===== config.mk =====
export PLATFORM = sky130hd
export DESIGN_NAME = regfile_fwd
export DESIGN_NICKNAME = d
export VERILOG_FILES = /design/src/rtl/regfile_fwd_pkg.sv /design/src/rtl/rf_scoreboard.sv /design/src/rtl/regfile_fwd.sv
export SDC_FILE = /design/constraint.sdc
export NUM_CORES = 2
export LEC_CHECK = 0
export CAP_MARGIN = 20
export CORE_MARGIN = 2
export CORE_UTILIZATION = 63
export CTS_BUF_LIST = sky130_fd_sc_hd__clkbuf_8
export CTS_CLUSTER_DIAMETER = 120
export DETAILED_ROUTE_END_ITERATION = 10
export PLACE_DENSITY = 0.82
export SLEW_MARGIN = 20
export SYNTH_ARGS = -nofsm -noshare
export SYNTH_HDL_FRONTEND = slang
export SYNTH_SLANG_ARGS = --single-unit

===== constraint.sdc =====
create_clock -name clk -period 4.21 [get_ports clk]
set_input_delay 0.421 -clock clk [delete_from_list [all_inputs] [get_ports clk]]
set_output_delay 0.421 -clock clk [all_outputs]
set_load 0.05 [all_outputs]

===== src/rtl/regfile_fwd_pkg.sv =====
// Shared register-file constants and the write-back triple type.
// Imported by the register file and its scoreboard.
package regfile_fwd_pkg;

   localparam int REG_NUM    = 32;
   localparam int REG_W      = 32;
   localparam int REG_ADDR_W = 5;

   localparam logic [REG_W-1:0]      ZERO_WORD    = '0;
   localparam logic [REG_ADDR_W-1:0] NOP_REG_ADDR = '0;

   typedef struct packed {
      logic                  wreg;
      logic [REG_ADDR_W-1:0] wd;
      logic [REG_W-1:0]      wdata;
   } wb_t;

   function automatic logic wb_hit(wb_t wb, logic [REG_ADDR_W-1:0] ra);
      return wb.wreg && (wb.wd == ra);
   endfunction

endpackage


===== src/rtl/rf_scoreboard.sv =====
// Pending-writeback bits for long-latency ops.
// Set wins over a same-cycle clear; bit 0 never set.
module rf_scoreboard
   import regfile_fwd_pkg::*;
#(
   parameter int ADDR_W = REG_ADDR_W,
   parameter int NREG   = REG_NUM
) (
   input  logic              clk,
   input  logic              rst,
   input  logic              set_en,
   input  logic [ADDR_W-1:0] set_addr,
   input  logic              clr_en,
   input  logic [ADDR_W-1:0] clr_addr,
   input  logic [ADDR_W-1:0] raddr1,
   input  logic [ADDR_W-1:0] raddr2,
   output logic              hit1,
   output logic              hit2,
   output logic              busy
);

   logic [NREG-1:0] pending;
   logic [NREG-1:0] pending_nxt;

   always_comb begin
      pending_nxt = pending;
      if (clr_en)
         pending_nxt[clr_addr] = 1'b0;
      if (set_en)
         pending_nxt[set_addr] = 1'b1;
      pending_nxt[0] = 1'b0;
   end

   always_ff @(posedge clk or negedge rst) begin
      if (!rst)
         pending <= '0;
      else
         pending <= pending_nxt;
   end

   assign hit1 = pending[raddr1];
   assign hit2 = pending[raddr2];
   assign busy = |pending;

endmodule


===== src/rtl/regfile_fwd.sv =====
// Integer register file with EX/MEM/WB forwarding into ID reads
// and a stall request for load-use and long-latency hazards.
module regfile_fwd
   import regfile_fwd_pkg::*;
#(
   parameter int DATA_W = REG_W,
   parameter int ADDR_W = REG_ADDR_W,
   parameter int NREG   = REG_NUM
) (
   input  logic              clk,
   input  logic              rst,
   input  logic              we,
   input  logic [ADDR_W-1:0] waddr,
   input  logic [DATA_W-1:0] wdata,
   input  logic              re1,
   input  logic [ADDR_W-1:0] raddr1,
   output logic [DATA_W-1:0] rdata1,
   input  logic              re2,
   input  logic [ADDR_W-1:0] raddr2,
   output logic [DATA_W-1:0] rdata2,
   input  logic              ex_wreg,
   input  logic [ADDR_W-1:0] ex_wd,
   input  logic [DATA_W-1:0] ex_wdata,
   input  logic              ex_is_load,
   input  logic              mem_wreg,
   input  logic [ADDR_W-1:0] mem_wd,
   input  logic [DATA_W-1:0] mem_wdata,
   input  logic              lat_issue,
   input  logic [ADDR_W-1:0] lat_wd,
   output logic              stallreq,
   output logic              busy
);

   logic [DATA_W-1:0] regs [NREG];
   logic [1:0]        re;
   logic [ADDR_W-1:0] ra [2];
   logic [1:0]        sb_hit;
   logic [1:0]        stall;

   assign re    = {re2, re1};
   assign ra[0] = raddr1;
   assign ra[1] = raddr2;

   always_ff @(posedge clk or negedge rst) begin
      if (!rst) begin
         for (int i = 0; i < NREG; i++)
            regs[i] <= '0;
      end else if (we && waddr != '0) begin
         regs[waddr] <= wdata;
      end
   end

   rf_scoreboard #(
      .ADDR_W (ADDR_W),
      .NREG   (NREG)
   ) u_sb (
      .clk      (clk),
      .rst      (rst),
      .set_en   (lat_issue),
      .set_addr (lat_wd),
      .clr_en   (we),
      .clr_addr (waddr),
      .raddr1   (raddr1),
      .raddr2   (raddr2),
      .hit1     (sb_hit[0]),
      .hit2     (sb_hit[1]),
      .busy     (busy)
   );

   for (genvar p = 0; p < 2; p++) begin : g_port
      logic [DATA_W-1:0] rd;
      logic              wb_match;
      logic              ld_use;

      assign wb_match = we && (waddr == ra[p]);
      assign ld_use   = ex_is_load && ex_wreg && (ex_wd == ra[p]);

      always_comb begin
         rd = '0;
         if (!rst || !re[p] || ra[p] == '0)
            rd = '0;
         else if (ex_wreg && ex_wd == ra[p])
            rd = ex_wdata;
         else if (mem_wreg && mem_wd == ra[p])
            rd = mem_wdata;
         else if (wb_match)
            rd = wdata;
         else
            rd = regs[ra[p]];
      end

      // r0 is never pending and a load into r0 is not a hazard
      assign stall[p] = rst && re[p] && (ra[p] != '0) &&
                        (ld_use || (sb_hit[p] && !wb_match));
   end

   assign rdata1   = g_port[0].rd;
   assign rdata2   = g_port[1].rd;
   assign stallreq = |stall;

endmodule


Word-level counts from Yosys, hierarchy flattened:

Index checks and enable logic that the tools add are counted.

* magnitude comparators: 10
* equality and inequality tests: 6
* muxes and demuxes: 27
* bitwise operators: 6
* reductions and logical operators: 39

Operator list (number)
* bitwise mux 1024 bit: 1
* 2-to-1 mux 32 bit: 15
* binary-select mux 32 bit (select 5 bit): 2
* demux 32 bit (select 5 bit): 1
* bitwise AND 32 bit: 1
* NOT 32 bit: 1
* OR 32 bit: 1
* OR reduction 31 bit: 1
* == test 5 bit: 6
* < comparator 5 x 6 -> 1 bit (second input constant): 4
* logical AND 1 bit: 21
* >= comparator 6 bit (second input constant): 3
* NOT 5 -> 6 bit: 3
* nonzero test 5 bit: 3
* binary-select mux 1 bit (select 5 bit): 2
* demux 1 bit (select 5 bit): 2
* >= comparator 5 x 1 -> 1 bit (second input constant): 2
* zero test 5 bit: 2
* logical OR 1 bit: 6
* < comparator 6 x 1 -> 1 bit (second input constant): 1
* zero test 1 bit: 5
* 2-to-1 mux 1 bit: 4
* OR reduction 2 bit: 1

* register bits: 1055
* input bits: 135
* output and inout port bits: 66
* logic and storage cells: 121

Longest topological paths before layout:

* depth in word-level cells: 9
* mapped depth: 10
* depth with buffers taken out: 5

Cells and area by module:

A second synthesis with hierarchy kept.

* cell total of the unflattened synthesis: 4243
* area, all modules: 58553.7 um2

Modules (own cells, without submodules)
* regfile_fwd: instances 1, cells an instance 4040, area an instance 56643.1 um2, sequential area each 25624.6 um2
* rf_scoreboard: instances 1, cells an instance 203, area an instance 1910.6 um2, sequential area each 775.7 um2

Worst setup path after synthesis:

No wires, ideal clock.

* path kind: input-to-output
* start: input raddr2[1]
* end: output rdata2[1]
* data arrival time: 3041 ps
* required time: 3789 ps
* path slack: 748 ps
* cell stages on the path: 9
* path buffers: 4
* cell sequence: buf_2 -> buf_4 -> xor2_1 -> nor3_2 -> and3_1 -> buf_2 -> clkbuf_1 -> nor4b_1 -> o31ai_1

* word-level cells in the longest chain between the ends: 8
* elaborated cells between the ends (all ways): 16
* classes of those cells: eq/ne (3); mux (7); bitwise (1); reduce/logical (5)

Ends and longest elaborated chain
* start: declaration: RTL line regfile_fwd.sv:19 `input logic [ADDR_W-1:0] raddr2,`
* NOT 5 -> 6 bit (implied by the code): RTL line regfile_fwd.sv:89 `rd = regs[ra[p]];`
* binary-select mux 32 bit (select 5 bit): RTL line regfile_fwd.sv:89
* 2-to-1 mux 32 bit (implied by the code) (2 in series): RTL line regfile_fwd.sv:89
* 2-to-1 mux 32 bit: RTL line regfile_fwd.sv:86 `else if (wb_match)`
* 2-to-1 mux 32 bit: RTL line regfile_fwd.sv:84 `else if (mem_wreg && mem_wd == ra[p])`
* 2-to-1 mux 32 bit: RTL line regfile_fwd.sv:82 `else if (ex_wreg && ex_wd == ra[p])`
* 2-to-1 mux 32 bit *: RTL line regfile_fwd.sv:80 `if (!rst || !re[p] || ra[p] == '0)`
* end: declaration: RTL line regfile_fwd.sv:20 `output logic [DATA_W-1:0] rdata2,`

Every way passes the cells marked *; elsewhere a longest branch is shown, timed or not. The select of a mux whose other input is x is not followed.

Worst setup path in the final report:

* start: input raddr1[3]
* end: output rdata1[8]

* word-level cells in the longest chain between the ends: 8
* elaborated cells between the ends (all ways): 16
* classes of those cells: eq/ne (3); mux (7); bitwise (1); reduce/logical (5)

Ends and longest elaborated chain
* start: declaration: RTL line regfile_fwd.sv:16 `input logic [ADDR_W-1:0] raddr1,`
* NOT 5 -> 6 bit (implied by the code): RTL line regfile_fwd.sv:89
* binary-select mux 32 bit (select 5 bit): RTL line regfile_fwd.sv:89
* 2-to-1 mux 32 bit (implied by the code) (2 in series): RTL line regfile_fwd.sv:89
* 2-to-1 mux 32 bit: RTL line regfile_fwd.sv:86
* 2-to-1 mux 32 bit: RTL line regfile_fwd.sv:84
* 2-to-1 mux 32 bit: RTL line regfile_fwd.sv:82
* 2-to-1 mux 32 bit *: RTL line regfile_fwd.sv:80
* end: declaration: RTL line regfile_fwd.sv:17 `output logic [DATA_W-1:0] rdata1,`

Marked as above.

==> results.md <==
- Routed Antenna Nets: 0
- Largest net degree at the start of global routing: 181
- DR pass1 iterations: 9
- Seq/Total Area, Yosys: 44.9%
- Final Cycle Share: 98.7%
- Initial antenna violation count: 10
- Num rows: 112
- Leak pwr: 0.0285 uW
- Htree depth: 4
- Clk slew on worst S/H paths: 0.06 ns
- Final setup fails: 0
- Critical Path Sink Type: output port
- Maximum fanout along the worst path: 15
- Buffers on Ports: 200
- Share of cells above drive strength 1: 48.7%
- Routed length per placed instance: between 30 and 40 um
- Setup Crit Path Kind: in -> out
- Total grt overflow: 0
- Hold Path Class: in -> reg
- Layout area overhead: 13.0%
- Finished Cell Area: 66400 sq um
- Top cell type's share of synthesized area: around 45%
- Starting density of the core: 63.3%
- CTS sink count: 1055
- Worst Hold Endpoint: regs[405]
- # nets final: 4317
- First-iteration detailed-routing DRC count: around 6000
- Synthesized area: 58800 sq um
- Clock Tree Buf Depth: 3
- Worst-Margin Slew: 1.15 ns
- Final Hold Fails: 0
- Clock latency on the worst-skew pair: 0.89 ns
- Met1 Use GR: between 50% and 60%
- Top_reg_cell synth: dfrtp_1
- Clk_skew: 0 ns
- First-pass GRT wire length: roughly 290000 um
- Met2 Use GR: 59.2%
- Synth Net Count: between 4000 and 5000
- Count of warnings emitted by yosys: 0
- Die height: 310 um
- GRT busiest layer: met2
- Status: finished, violations left
- Violated checks: DRC
- Reg-to-reg slack, setup: 3.38 ns
- Dpl cell area: between 60000 and 70000 sq um
- Seq cells post-synth: 1055
- Post-synthesis cell count: 4065
- Worst path required time: 3.79 ns
- Max-slew violations: 0
- FMAX: 0.241 GHz
- Met3 Use GR: 16.6%
- Vias per inst: between 7 and 8
- Post-cts sizing count: 0
- GPL Wtd Cong: 0.971
- Setup bufs post-CTS: 0
- Slew HR: 23.2%
- Die width: 310 um
- Reg2reg end: regs[572]
- Synth cell types: 68
- Cts bufs inserted: roughly 170
- Cell with the most instances after synthesis: dfrtp_1
- Crit. Startpoint: raddr1[3]
- RSZ-0062 raised after global routing: false
- CTS hold repair buffers: 2
- Max VDD drop: 0.000319 V
- Worst Setup Start Kind: primary input
- R2R Path Start: regs[572]
- Ports: between 200 and 250
- GRT Overall Usage: 41.6%
- Root buffer cell: clkbuf_8
- R2R depth: 1
- Hold WS: 0.239 ns
- Synth top cells by count: dfrtp_1 (1055), mux2_2 (941), mux4_2 (556), clkbuf_1 (279), mux2i_1 (143)
- Via count: 42300
- Tmin final: 4.16 ns
- Max_cap viols: 0
- Detail Placement HPWL: around 120000 um
- Async SR Flop Fraction: 100%
- DRC viols: 1
- Hold Path Stages: 2
- Hold Crit Start: wdata[21]
- Final setup TNS: 0 ns
- Post-synth top area cell: dfrtp_1
- Pwr per Cell Area: 447 nW/um^2
- Total wire length: between 150000 and 200000 um
- CTS tree: yes
- Die footprint: 95800 sq um
- EDFF count, synth: 0
- Synth Area per Inst: 14.5 sq um
- Core area: 92900 sq um
- Vias in the first global route: 42500
- Fillers: around 5900
- Worst EP arrival: between 3 and 4 ns
- Synth top area cells: dfrtp_1 (45%), mux4_2 (21%), mux2_2 (18%)
## worst max-delay path by stage
stage           endpoint
2_1_floorplan  rdata2[1]
3_3_place_gp   rdata1[8]
3_5_place_dp   rdata1[8]
4_1_cts        rdata1[8]
5_1_grt        rdata1[8]
6_report       rdata1[8]
## state kept, by name, indices dropped and copies added (netlist names)
name,cells
regs,1024
u_sb.pending,31
## metrics by stage
step / util, % / total power, uW / std cells / setup slack (ns)
2_1_floorplan: - / 18100 / 4065 / 0.748
3_3_place_gp: 67.8 / 20100 / 5260 / 0.214
3_5_place_dp: 67.8 / 20500 / 5260 / 0.257
4_1_cts: 71.5 / 29500 / 5560 / 0.231
5_1_grt: 71.5 / 30700 / 5561 / 0.0618
6_report: 71.5 / 29700 / 5564 / 0.0535
## critical path, stage by stage
cell,delay (ns)
clkdlybuf4s50_1,0.74
xor2_1,0.28
nor4_1,0.50
and2_2,0.44
buf_4,0.30
a2111oi_0,0.13
o32ai_1,0.55
buf_4,0.22
buf_12,0.13
## area by class of cell
cell class                      count  area (sq um)  area share [%]
Inverter                           49           185           0.279
Sequential cell                  1055         26400            39.7
Antenna cell                        4          10.0          0.0151
Clock buffer                      215          2960            4.45
Multi-Input combinational cell   2483         30400            45.8
Tap cell                         1254          1570            2.36
Timing Repair Buffer              421          4410            6.64
Clock inverter                     83           499           0.751
## per-layer routing
metal	vias to the layer above	wire length (um)
li1	16100	-
met1	21800	67700
met2	3461	84900
met3	892	28100
met4	16	13700
met5	-	191
## power by group
part           total, uW  switching, uW  internal [uW]  leakage [uW]
logic               6920           2930           3990        0.0130
registers          13600           1540          12100        0.0135
clock network       9140           4300           4840       0.00198
total              29700           8780          20900        0.0285
## logic make-up (layout without fill, tap and decap cells)
kind of cell | Yosys count | in the layout | synth area share, %
compound gates | 413 | 413 | 5.26
xor+xnor | 30 | 30 | 0.447
buf+inv | 527 | 768 | 3.86
flops | 1055 | 1055 | 44.9
mux | 1641 | 1641 | 41.8
other cells | 0 | 4 | 0
simple gates | 399 | 399 | 3.76
## cells in the final DEF, fill, tap and decap left out, types with 18 or more instances in the layout
master / synthesis / layout
o32ai_1: 24 / 24
a221oi_1: 20 / 20
o311ai_0: 37 / 37
clkdlybuf4s50_1: 0 / 124
mux2i_1: 143 / 143
or3_1: 19 / 19
dfrtp_1: 1055 / 1055
a221o_1: 19 / 19
o22ai_1: 20 / 20
nor3_1: 18 / 18
buf_12: 0 / 71
xor2_1: 18 / 18
nand3_1: 37 / 35
o21ai_0: 85 / 83
mux2_2: 941 / 941
nor2b_1: 25 / 24
clkbuf_8: 0 / 215
a22o_1: 23 / 23
a22oi_1: 26 / 26
nand2_1: 110 / 96
nand2b_1: 35 / 35
a211oi_1: 35 / 35
nand4_1: 28 / 28
buf_4: 22 / 214
mux4_2: 556 / 556
nand4b_1: 20 / 20
inv_1: 47 / 100
a31oi_1: 23 / 23
(Power assumes the default switching activity.)
